$ cat src/rtl/io_uart_tx.sv
// Serial output stage for the Neander-X OUT port: a 4-entry byte FIFO
// feeding an 8N1 transmitter, with a registered status byte for the CPU.
module io_uart_tx #(
  parameter int CLKS_PER_BIT = 16
) (
  input  logic       clk,
  input  logic       reset,
  input  logic [7:0] io_out,
  input  logic       io_write,
  output logic       tx,
  output logic [7:0] io_status
);

  typedef enum logic [1:0] {
    IDLE,
    START,
    DATA,
    STOP
  } state_t;

  localparam logic [7:0] BAUD_LAST = 8'(CLKS_PER_BIT - 1);

  logic [7:0] mem [4];
  logic [1:0] wr_ptr;
  logic [1:0] rd_ptr;
  logic [2:0] count;
  logic [2:0] count_nx;
  logic       overflow;
  logic       ovf_nx;

  state_t     state;
  state_t     state_nx;
  logic [7:0] baud_cnt;
  logic [7:0] baud_nx;
  logic [2:0] bit_cnt;
  logic [2:0] bit_nx;
  logic [7:0] shift_reg;
  logic [7:0] shift_nx;
  logic       tx_nx;

  logic full;
  logic empty;
  logic push;
  logic pop;
  logic last_tick;

  assign full      = (count == 3'd4);
  assign empty     = (count == 3'd0);
  assign push      = io_write && !full;
  assign last_tick = (baud_cnt == BAUD_LAST);

  // A write into a full FIFO is dropped even if a pop frees a slot
  // on the same edge; the sticky flag records it.
  assign ovf_nx   = overflow | (io_write & full);
  assign count_nx = count + {2'b00, push} - {2'b00, pop};

  always_comb begin
    state_nx = state;
    baud_nx  = baud_cnt;
    bit_nx   = bit_cnt;
    shift_nx = shift_reg;
    pop      = 1'b0;
    unique case (state)
      IDLE: begin
        if (!empty) begin
          pop      = 1'b1;
          shift_nx = mem[rd_ptr];
          bit_nx   = 3'd0;
          baud_nx  = 8'd0;
          state_nx = START;
        end
      end
      START: begin
        if (last_tick) begin
          baud_nx  = 8'd0;
          state_nx = DATA;
        end else begin
          baud_nx = baud_cnt + 8'd1;
        end
      end
      DATA: begin
        if (last_tick) begin
          baud_nx  = 8'd0;
          shift_nx = {1'b0, shift_reg[7:1]};
          bit_nx   = bit_cnt + 3'd1;
          if (bit_cnt == 3'd7) state_nx = STOP;
        end else begin
          baud_nx = baud_cnt + 8'd1;
        end
      end
      STOP: begin
        if (last_tick) begin
          baud_nx = 8'd0;
          if (!empty) begin
            pop      = 1'b1;
            shift_nx = mem[rd_ptr];
            bit_nx   = 3'd0;
            state_nx = START;
          end else begin
            state_nx = IDLE;
          end
        end else begin
          baud_nx = baud_cnt + 8'd1;
        end
      end
      default: state_nx = IDLE;
    endcase
  end

  // Line level is derived from the next state so tx is a clean flop.
  always_comb begin
    tx_nx = 1'b1;
    unique case (state_nx)
      START:   tx_nx = 1'b0;
      DATA:    tx_nx = shift_nx[0];
      default: tx_nx = 1'b1;
    endcase
  end

  always_ff @(posedge clk or posedge reset) begin
    if (reset) begin
      state <= IDLE;
    end else begin
      state <= state_nx;
    end
  end

  always_ff @(posedge clk or posedge reset) begin
    if (reset) begin
      wr_ptr    <= 2'd0;
      rd_ptr    <= 2'd0;
      count     <= 3'd0;
      overflow  <= 1'b0;
      baud_cnt  <= 8'd0;
      bit_cnt   <= 3'd0;
      shift_reg <= 8'd0;
      tx        <= 1'b1;
      io_status <= 8'h02;
    end else begin
      if (push) wr_ptr <= wr_ptr + 2'd1;
      if (pop)  rd_ptr <= rd_ptr + 2'd1;
      count     <= count_nx;
      overflow  <= ovf_nx;
      baud_cnt  <= baud_nx;
      bit_cnt   <= bit_nx;
      shift_reg <= shift_nx;
      tx        <= tx_nx;
      io_status <= {4'b0000, ovf_nx, (state_nx != IDLE),
                    (count_nx == 3'd0), (count_nx == 3'd4)};
    end
  end

  always_ff @(posedge clk) begin
    if (push) mem[wr_ptr] <= io_out;
  end

endmodule

$ cat config.mk
export PLATFORM = sky130hd
export DESIGN_NAME = io_uart_tx
export DESIGN_NICKNAME = d
export VERILOG_FILES = /design/src/rtl/io_uart_tx.sv
export SDC_FILE = /design/constraint.sdc
export NUM_CORES = 1
export LEC_CHECK = 0
export BUFFER_PORTS_ARGS = -buffer_cell sky130_fd_sc_hd__buf_2
export CELL_PAD_IN_SITES_DETAIL_PLACEMENT = 0
export CELL_PAD_IN_SITES_GLOBAL_PLACEMENT = 1
export CORE_MARGIN = 4
export CORE_UTILIZATION = 53
export DETAILED_ROUTE_END_ITERATION = 10
export PLACE_DENSITY = 0.84
export SLEW_MARGIN = 0
export SYNTH_ARGS = -nofsm -noshare
export SYNTH_HDL_FRONTEND = slang
export SYNTH_SLANG_ARGS = --single-unit
$ cat constraint.sdc
create_clock -name clk -period 7.78 [get_ports clk]
set_clock_uncertainty 0.05 [all_clocks]
set_input_delay 0.389 -clock clk [delete_from_list [all_inputs] [get_ports clk]]
set_output_delay 0.389 -clock clk [all_outputs]
set_load 0.01 [all_outputs]
* Word level (Yosys, flattened, before mapping) *
Memories as Yosys holds them, arrays and structs flattened.
Cells that the tools add are included.

word-level totals
  bits in registers = 34
  RAM bits = 32
  input bits = 11
  output and inout port bits = 9
  logic and storage cells = 65
  memories kept = 1

memory list
  memory  words  bits a word  rd ports  clocked after Yosys merged registers in  write ports  line  source
  mem     4      8            1         0                                        1            23    logic [7:0] mem [4];

cells by class
  add/sub/neg operators = 6
  equality and inequality tests = 12
  muxes and demuxes = 24
  bitwise logic cells = 2
  reduce and logical (&&, ||, !) cells = 9

operators by type and width
  kind                 count
  $mux 8               5
  $pmux 8 s3           1
  $pmux 8 s2           1
  $mux 2               5
  $eq 3x3->1 const B   3
  $mux 3               3
  $pmux 3 s3           1
  $add 8x1->8 const B  1
  $eq 8x4->1 const B   1
  $pmux 2 s4           1
  $eq 2x2->1 const B   3
  $logic_not 3->1      2
  $ne 2x2->1 const B   3
  $mux 1               5
  $add 2x1->2 const B  2
  $eq 2x1->1 const B   2
  $pmux 1 s2           2
  $add 3x1->3          1
  $add 3x1->3 const B  1
  $reduce_and 3->1     1
  $reduce_bool 3->1    1
  $reduce_or 3->1      1
  $sub 3x1->3          1
  $logic_not 2->1      1
  5 further kinds      5

* Logic depth before layout (Yosys ltp) *
Gate-level depths: netlist (run 1).

  word-level depth = 6
  gate-level depth with buffers = 13
  mapped depth without buffers = 12

* Worst setup path before layout (run 1) *
No wires, ideal clock.

  path type = register to register
  start point = register baud_cnt[0]
  end point = register io_status[0]
  library setup time = 0.088 ns
  data arrival time = 2.723 ns
  data required time = 7.642 ns
  slack = 4.919 ns
  cell stages (with the launch flop) = 13
  path buffers = 0
  path through = dfrtp_1 > ha_1 > and4b_2 > a31oi_2 > nor3_2 > ha_1 > inv_1 > ha_1 > inv_1 > fa_1 > xnor2_1 > xnor2_1 > nor3b_1

on the way
  longest elaborated chain between the ends = 5

RTL lines
  element                 line  source
  from (decl)             33    logic [7:0] baud_cnt;
  from (signal assigned)  144   baud_cnt <= baud_nx;
  $eq 8x4->1              50    assign last_tick = (baud_cnt == BAUD_LAST);
  $mux 1                  92    if (last_tick) begin
  $pmux 1 s2              63    unique case (state)
  via pop                 44    logic pop;
  $sub 3x1->3             55    assign count_nx = count + {2'b00, push} - {2'b00, pop};
  via count_nx[2]         27    logic [2:0] count_nx;
  $eq 3x3->1              149   (count_nx == 3'd0), (count_nx == 3'd4)};
  to (signal assigned)    148   io_status <= {4'b0000, ovf_nx, (state_nx != IDLE),
  to (decl)               11    output logic [7:0] io_status

The timed path passes the listed nets, and every way through them passes these cells.
A chain may end at the register's enable or synchronous reset.

* Worst setup path after layout (run 1) *
  start point = register state[1]
  end point = register io_status[0]

on the way
  longest elaborated chain between the ends = 4

RTL lines
  element                                               line  source
  from (decl)                                           31    state_t state;
  from (signal assigned)                                124   state <= state_nx;
  $eq 2x2->1 / $logic_not 2->1 (equally long branches)  63
  $pmux 1 s2 (*)                                        63
  via pop                                               44
  $sub 3x1->3 (*)                                       55
  via count_nx[2]                                       27
  $eq 3x3->1 (*)                                        149

Mark *: on every way through the listed nets, which the timed path passes. The rest lies on a longest branch.

==> metrics.md, run 1 <==
| Metric | Value |
|---|---|
| Status | `finished clean` |
| Avg WL per Cell | `15.7 um` |
| Max Slew Vio Count | `0` |
| Non-Filler Instances | `346` |
| First-pass GRT wire length | `9510 um` |
| Synth area leaders | `edfxtp_1 31%, dfrtp_1 25%, mux4_2 5.7%` |
| Layout filler cell count | `455` |
| Clock power frac | `23.9%` |
| PwrDens | `360 nW/um2` |
| Clock Path Buffers | `2` |
| # rows | `27` |
| DIE WIDTH | `85.0 um` |
| Largest register FFs | `32` |
| CTS HTree Levels | `3` |
| Syn Inst Count | `252` |
| Hold Vio Cnt, Final | `0` |
| Hold buffers post-CTS | `0` |
| CTS clk-pin slew, worst paths | `80 ps` |
| Total iterations of the first detailed-routing run | `4` |
| CTS Buf Count | `9` |
| Count of cell types in the netlist | `54` |
| Worst Hold Class | `primary input to asynchronous set/reset pin` |
| Synth Register Bits | `65` |
| I/O pins | `20` |
| Final min period | `3200 ps` |
| WL final | `5430 um` |
| Setup WS pre-CTS | `4580 ps` |
| Flop-to-flop setup slack | `4580 ps` |
| Clk_lat worst skew | `340 ps` |
| RSZ-0062 raised after global routing | `no` |
| Cts repair resizes | `0` |
| Asr flop ratio synth | `50.8%` |
| Internal Power | `792 uW` |
| Placed Instances | `330` |
| Path type of the worst setup path | `register to register` |
| Met3 global-route usage | `4.95%` |
| Overall routing resource usage | `16.9%` |
| Synth cell count leaders | `32 x edfxtp_1, 31 x dfrtp_1, 28 x nand2_1` |
| Ratio of cells with drive above 1 in the final layout | `21.9%` |
| Routability cong. | `0.746` |
| Die extent in y | `85.0 um` |
| DR iter-0 viols | `62` |
| F_max | `0.313 GHz` |
| N_diodes | `0` |
| Setup ws final | `4580 ps` |
| Worst vdd ir | `228 uV` |
| YS warnings | `0` |
| Total negative setup slack | `0 ps` |
| Power Total | `1240 uW` |
| CTS root buf | `clkbuf_8` |
| Post-CTS Setup Bufs | `0` |
| Largest net degree at the start of global routing | `34` |
| Top-count cell post-synth | `edfxtp_1` |
| TritonCTS clock tree | `built` |
| Storage cell area | `1790 um2` |
| CP startpoint kind | `register` |
| Vias per cell | `5.54` |
| Initial Util | `55.7%` |
| Post-DP HPWL | `3830 um` |
| Post-synth EDFFs | `32` |
| Clock sinks | `65` |
| Antenna viol nets, final | `0` |
| Die ar. | `7220 um2` |
| Comb power frac | `32.3%` |
| Vias in the first global route | `1,976` |
| Met1 Usage GRT | `23.1%` |
| Area growth, synth to finish | `9.80%` |
| Critical path endpoint category | `register` |
| Predominant post-synthesis flop cell | `edfxtp_1` |
| Final setup violation count | `0` |
| Worst-Margin Slew | `1090 ps` |
| Reg power frac | `43.7%` |
| IO buf count | `15` |
| Grt met2 use | `25.8%` |
| Post-synth top area share | `30.6%` |
| Worst Path Max Fanout | `17` |
| Critical path arrival | `3410 ps` |
| GRT busiest layer | `met2` |
| Period utilisation layout | `41.1%` |
| Sw frac | `36.3%` |
| Worst Hold Slack | `85.5 ps` |
| Slew Limit Headroom | `26.7%` |
| Final #Nets | `294` |
| Drt drc | `0` |
| Post-synth top area cell | `edfxtp_1` |
| Post-Syn Area | `3140 um2` |
| Required @ worst endpoint | `7990 ps` |
| Core area | `5640 um2` |
| Footprint of the multi-input gates | `1230 um2` |
| Max_cap viols | `0` |
| Switching power | `450 uW` |
| Initial antenna violation count | `0` |
| Via Count | `1,917` |
| GRT overflow | `0` |
| Mapped Avg Cell Area | `12.5 um2` |
| Sequential area share after synthesis | `56.9%` |
| Leak | `0.00139 uW` |
==> cells in the final DEF (no fill, tap or decap), types with 2 or more instances in the layout <==
cell type and n:
a21oi_1 15, a22o_1 3, a31oi_1 2, and2_1 4
and3_1 3, buf_2 15, clkbuf_8 9, clkinv_4 2
conb_1 4, dfrtp_1 31, dfstp_2 2, edfxtp_1 32
ha_1 13, inv_1 12, inv_6 3, mux4_2 8
nand2_1 28, nand3_1 8, nand4_1 2, nor2_1 10
nor3_1 5, nor3_2 2, nor4_1 2, o21ai_0 13
o21ai_1 9, o31ai_1 3, xnor2_1 5
==> final cells by class <==
cell class / count / share of cell area, %
Inverter: 12 / 1.31
Sequential cell: 65 / 51.9
Tap cell: 72 / 2.61
Timing Repair Buffer: 16 / 2.39
Multi-Input combinational cell: 165 / 35.8
Clock buffer: 9 / 3.59
Clock inverter: 7 / 2.47
==> worst max-delay path, cell delays in order (launching register included) <==
cell and delay (ps):
dfrtp_1 490, inv_1 100, ha_1 400, a31oi_2 490, nor3_2 110, ha_1 320, inv_1 60, ha_1 130
inv_1 50, fa_1 370, xnor2_1 150, xnor2_1 210, nor3b_1 190
==> power by group through the flow <==
stage / logic [uW] / registers (uW) / clock network [uW]
final: 402 / 543 / 298
after global routing: 460 / 558 / 323
after CTS: 408 / 545 / 303
after detailed placement: 407 / 552 / 0
after global placement: 398 / 546 / 0
after floorplan: 347 / 517 / 0
==> stage by stage <==
step / instance area (um2) / utilization (%)
2_1_floorplan: 3150 / -
3_3_place_gp: 3240 / 57.4
3_5_place_dp: 3240 / 57.4
4_1_cts: 3450 / 61.1
5_1_grt: 3450 / 61.1
6_report: 3450 / 61.1
==> logic make-up (layout without fill, tap and decap cells) <==
family | Yosys count | count (layout) | share of synthesized area [%]
multiplexers | 9 | 9 | 6.05
other | 1 | 4 | 0.119
XOR/XNOR | 6 | 6 | 1.67
AND/OR/NAND/NOR | 75 | 75 | 13.0
AO/OA/AOI/OAI | 57 | 57 | 12.3
flip-flops | 65 | 65 | 56.9
buffers and inverters | 25 | 44 | 4.14
adder cells (fa/ha/maj) | 14 | 14 | 5.81
==> worst paths after layout <==
| kind | cells past startpoint | start | endpoint |
|---|---|---|---|
| max | 12 | state[1] | io_status[0] |
| min | 3 | reset | count[2] |
| max reg2reg | 12 | state[1] | io_status[0] |
| min reg2reg | 1 | io_status[3] | io_status[3] |
| max in group asynchronous | 3 | reset | tx |
| min in group clk | 1 | io_out[2] | mem[2][2] |
==> layer usage <==
| metal | wire length, um | up-vias |
|---|---|---|
| met4 | 53 | 0 |
| met2 | 2560 | 31 |
| met1 | 2640 | 932 |
| met3 | 172 | 7 |
| met5 | 0 | - |
| li1 | - | 947 |
Note: power is estimated with default switching activity, not from simulation.
==> inputs of run 2 (changes only) <==
ABC_AREA = 1   (was not set)
CORE_UTILIZATION = 47   (was 53)
PLACE_DENSITY = 0.78   (was 0.84)
clock period = 3.3 ns   (was 7.78 ns; I/O delays follow)
==> run 2 against run 1 <==
Flip-flop and latch count stayed put. Hold slack worse by 82 ps. Utilization is 4.9 points lower. Largest cell class unchanged. Highest routed layer unchanged. Critical path type unchanged. Sequential share of layout area is 2.1 points lower. Worst setup slack worse by 4200 ps.
==> metrics.md, run 2 <==
| Metric | Value |
|---|---|
| Routability cong. | `0.778 (+4.3%)` |
| Period utilisation layout | `89.0% (+48 points)` |
| Vias per cell | `5.09 (-8.2%)` |
| Post-Syn Area | `3120 um2 (-0.60%)` |
| Post-synth top area share | `30.8% (+0.18 points)` |
| Via Count | `2,132 (+11%)` |
| Hold Vio Cnt, Final | `0 (unchanged)` |
| Worst Path Max Fanout | `8 (-9)` |
| YS warnings | `0 (unchanged)` |
| Total iterations of the first detailed-routing run | `4 (unchanged)` |
| CTS root buf | `clkbuf_8` |
| Vias in the first global route | `2,227 (+13%)` |
| DIE WIDTH | `89.5 um (+5.3%)` |
| Max Slew Vio Count | `0 (unchanged)` |
| Leak | `0.00156 uW (+13%)` |
| Overall routing resource usage | `16.8% (-0.11 points)` |
| Avg WL per Cell | `13.7 um (-13%)` |
| Die extent in y | `89.5 um (+5.3%)` |
| Post-DP HPWL | `3790 um (-0.97%)` |
| Area growth, synth to finish | `15.1%` |
| Ratio of cells with drive above 1 in the final layout | `16.1% (-5.8 points)` |
| PwrDens | `880 nW/um2 (+140%)` |
| Path type of the worst setup path | `register to register` |
| Reg power frac | `40.0% (-3.7 points)` |
| Final min period | `2940 ps (-261 ps)` |
| Post-synth top area cell | `edfxtp_1` |
| N_diodes | `0 (unchanged)` |
| Sw frac | `35.4% (-0.82 points)` |
| RSZ-0062 raised after global routing | `no` |
| Worst-Margin Slew | `1010 ps (-86.1 ps)` |
| Initial antenna violation count | `0 (unchanged)` |
| Worst Hold Class | `primary input to asynchronous set/reset pin` |
| Critical path endpoint category | `register` |
| Drt drc | `0 (unchanged)` |
| Critical path arrival | `3140 ps (-270 ps)` |
| Required @ worst endpoint | `3500 ps (-4490 ps)` |
| Switching power | `1120 uW (+150%)` |
| Slew Limit Headroom | `32.8% (+6.1 points)` |
| Clock sinks | `65 (unchanged)` |
| Count of cell types in the netlist | `39 (-28%)` |
| # rows | `29 (+7.4%)` |
| I/O pins | `20 (unchanged)` |
| Comb power frac | `31.7% (-0.6 points)` |
| Commonest non-fill, non-tap cell in the layout | `nand2_1` |
| CP startpoint kind | `register` |
| Post-synth EDFFs | `32 (unchanged)` |
| Final Instance Area | `3590 um2 (+4.2%)` |
| Cts repair resizes | `0 (unchanged)` |
| Synth Register Bits | `65 (unchanged)` |
| Antenna viol nets, final | `0 (unchanged)` |
| Synth cell count leaders | `61 x nand2_1, 43 x nor2_1, 32 x edfxtp_1` |
| Total negative setup slack | `0 ps (unchanged)` |
| Status | `finished clean` |
| Largest register FFs | `32 (unchanged)` |
| Sequential area share after synthesis | `57.3% (+0.34 points)` |
| Final setup violation count | `0 (unchanged)` |
| Top-count cell post-synth | `nand2_1` |
| Final #Nets | `362 (+23%)` |
| Synth area leaders | `edfxtp_1 31%, dfrtp_1 25%, nand2_1 7.3%` |
| Syn Inst Count | `309 (+23%)` |
| CTS Buf Count | `9 (unchanged)` |
| Clock Path Buffers | `2 (unchanged)` |
| Die ar. | `8010 um2 (+11%)` |
| Asr flop ratio synth | `50.8% (unchanged)` |
| Internal Power | `2040 uW (+160%)` |
| IO buf count | `15 (unchanged)` |
| Mapped Avg Cell Area | `10.1 um2 (-19%)` |
| WL final | `5740 um (+5.8%)` |
| Area after DPL | `3250 um2 (+0.19%)` |
| Predominant post-synthesis flop cell | `edfxtp_1` |
| Clock power frac | `28.3% (+4.4 points)` |
| F_max | `0.341 GHz (+8.9%)` |
| Largest net degree at the start of global routing | `27 (-21%)` |
| CTS clk-pin slew, worst paths | `70 ps (about the same)` |
| Worst vdd ir | `530 uV (+130%)` |
| TritonCTS clock tree | `built` |
| Highest-count cells in the layout ignoring fill and taps | `61 x nand2_1, 43 x nor2_1, 32 x edfxtp_1` |
| First-pass GRT wire length | `10,100 um (+5.7%)` |
| Initial Util | `48.9% (-6.8 points)` |
| Max_cap viols | `0 (unchanged)` |
| Clk_lat worst skew | `340 ps (about the same)` |
| Core area | `6390 um2 (+13%)` |
| CTS HTree Levels | `3 (unchanged)` |
| GRT overflow | `0 (unchanged)` |
| DR iter-0 viols | `98 (+58%)` |
-- run 2: cells by family after synthesis --
kind of cell | after synthesis | share of synthesized area [%]
and+or+nand+nor | 128 | 18.2
DFF | 65 | 57.3
AOI/OAI and AO/OA | 55 | 10.4
buffers and inverters | 37 | 5.49
adders and majority gates | 14 | 5.85
xor gates and xnor gates | 8 | 2.24
other | 1 | 0.120
muxes | 1 | 0.361
-- run 2: stage by stage --
step | total power, uW | hold WS (ps) | util [%] | worst slack (ps) | instances
finish | 3160 | 3.93 | 56.3 | 364 | 419
global placement | 2270 | 325 | 50.8 | 438 | 395
floorplan | 2050 | 214 | - | 667 | 312
global route | 3430 | 51.5 | 56.3 | 89.9 | 419
detailed placement | 2280 | 329 | 50.8 | 364 | 395
CTS | 3190 | 30.2 | 56.3 | 342 | 419
-- run 2: final timing paths --
kind	startpoint	to	slack [ps]	cells past startpoint
min	reset	bit_cnt[1]	4	2
max reg2reg	state[1]	io_status[0]	360	14
max in group asynchronous	reset	baud_cnt[0]	2500	3
min reg2reg	io_status[3]	io_status[3]	420	1
min in group clk	io_write	io_status[3]	40	2
max	state[1]	io_status[0]	360	14
-- run 2: final cells by class --
cell class                      instances  area [um2]
Clock buffer                            9         124
Clock inverter                          7         143
Fill cell                             543        2790
Inverter                               26        97.6
Tap cell                               77        96.3
Timing Repair Buffer                   25         170
Sequential cell                        65        1790
Multi-Input combinational cell        210        1170
-- run 2: critical path: stages, from the launching register on --
cell,delay [ps]
dfrtp_1,490
inv_1,100
ha_1,230
inv_1,260
o21ai_4,150
nand2_2,110
inv_1,50
ha_1,260
inv_1,60
ha_1,130
inv_1,40
fa_1,370
xnor2_1,150
xnor2_1,210
nor3b_1,200
-- run 2: what timing repair did --
item                                    in CTS  in global routing
endpoints found under the hold margin       31                  0
hold buffers                                 8                  0
endpoints found under the setup margin       0                  0
setup buffers                                0                  0
-- run 2: metal layers --
| metal | track usage [%] | share of wire, % | vias to the layer above |
|---|---|---|---|
| li1 | - | - | 1077 |
| met4 | 6.50 | 1.8 | 0 |
| met3 | 4.70 | 3.8 | 12 |
| met1 | 21.4 | 47 | 1011 |
| met5 | 0 | 0 | - |
| met2 | 27.2 | 48 | 32 |
-- run 2: power groups by stage --
| stage | combinational [uW] | clock (uW) | sequential (uW) |
|---|---|---|---|
| 4_1_cts | 1010 | 906 | 1270 |
| 5_1_grt | 1180 | 955 | 1300 |
| 3_5_place_dp | 1000 | 0 | 1280 |
| 3_3_place_gp | 993 | 0 | 1280 |
| 6_report | 1000 | 896 | 1270 |
| 2_1_floorplan | 839 | 0 | 1210 |
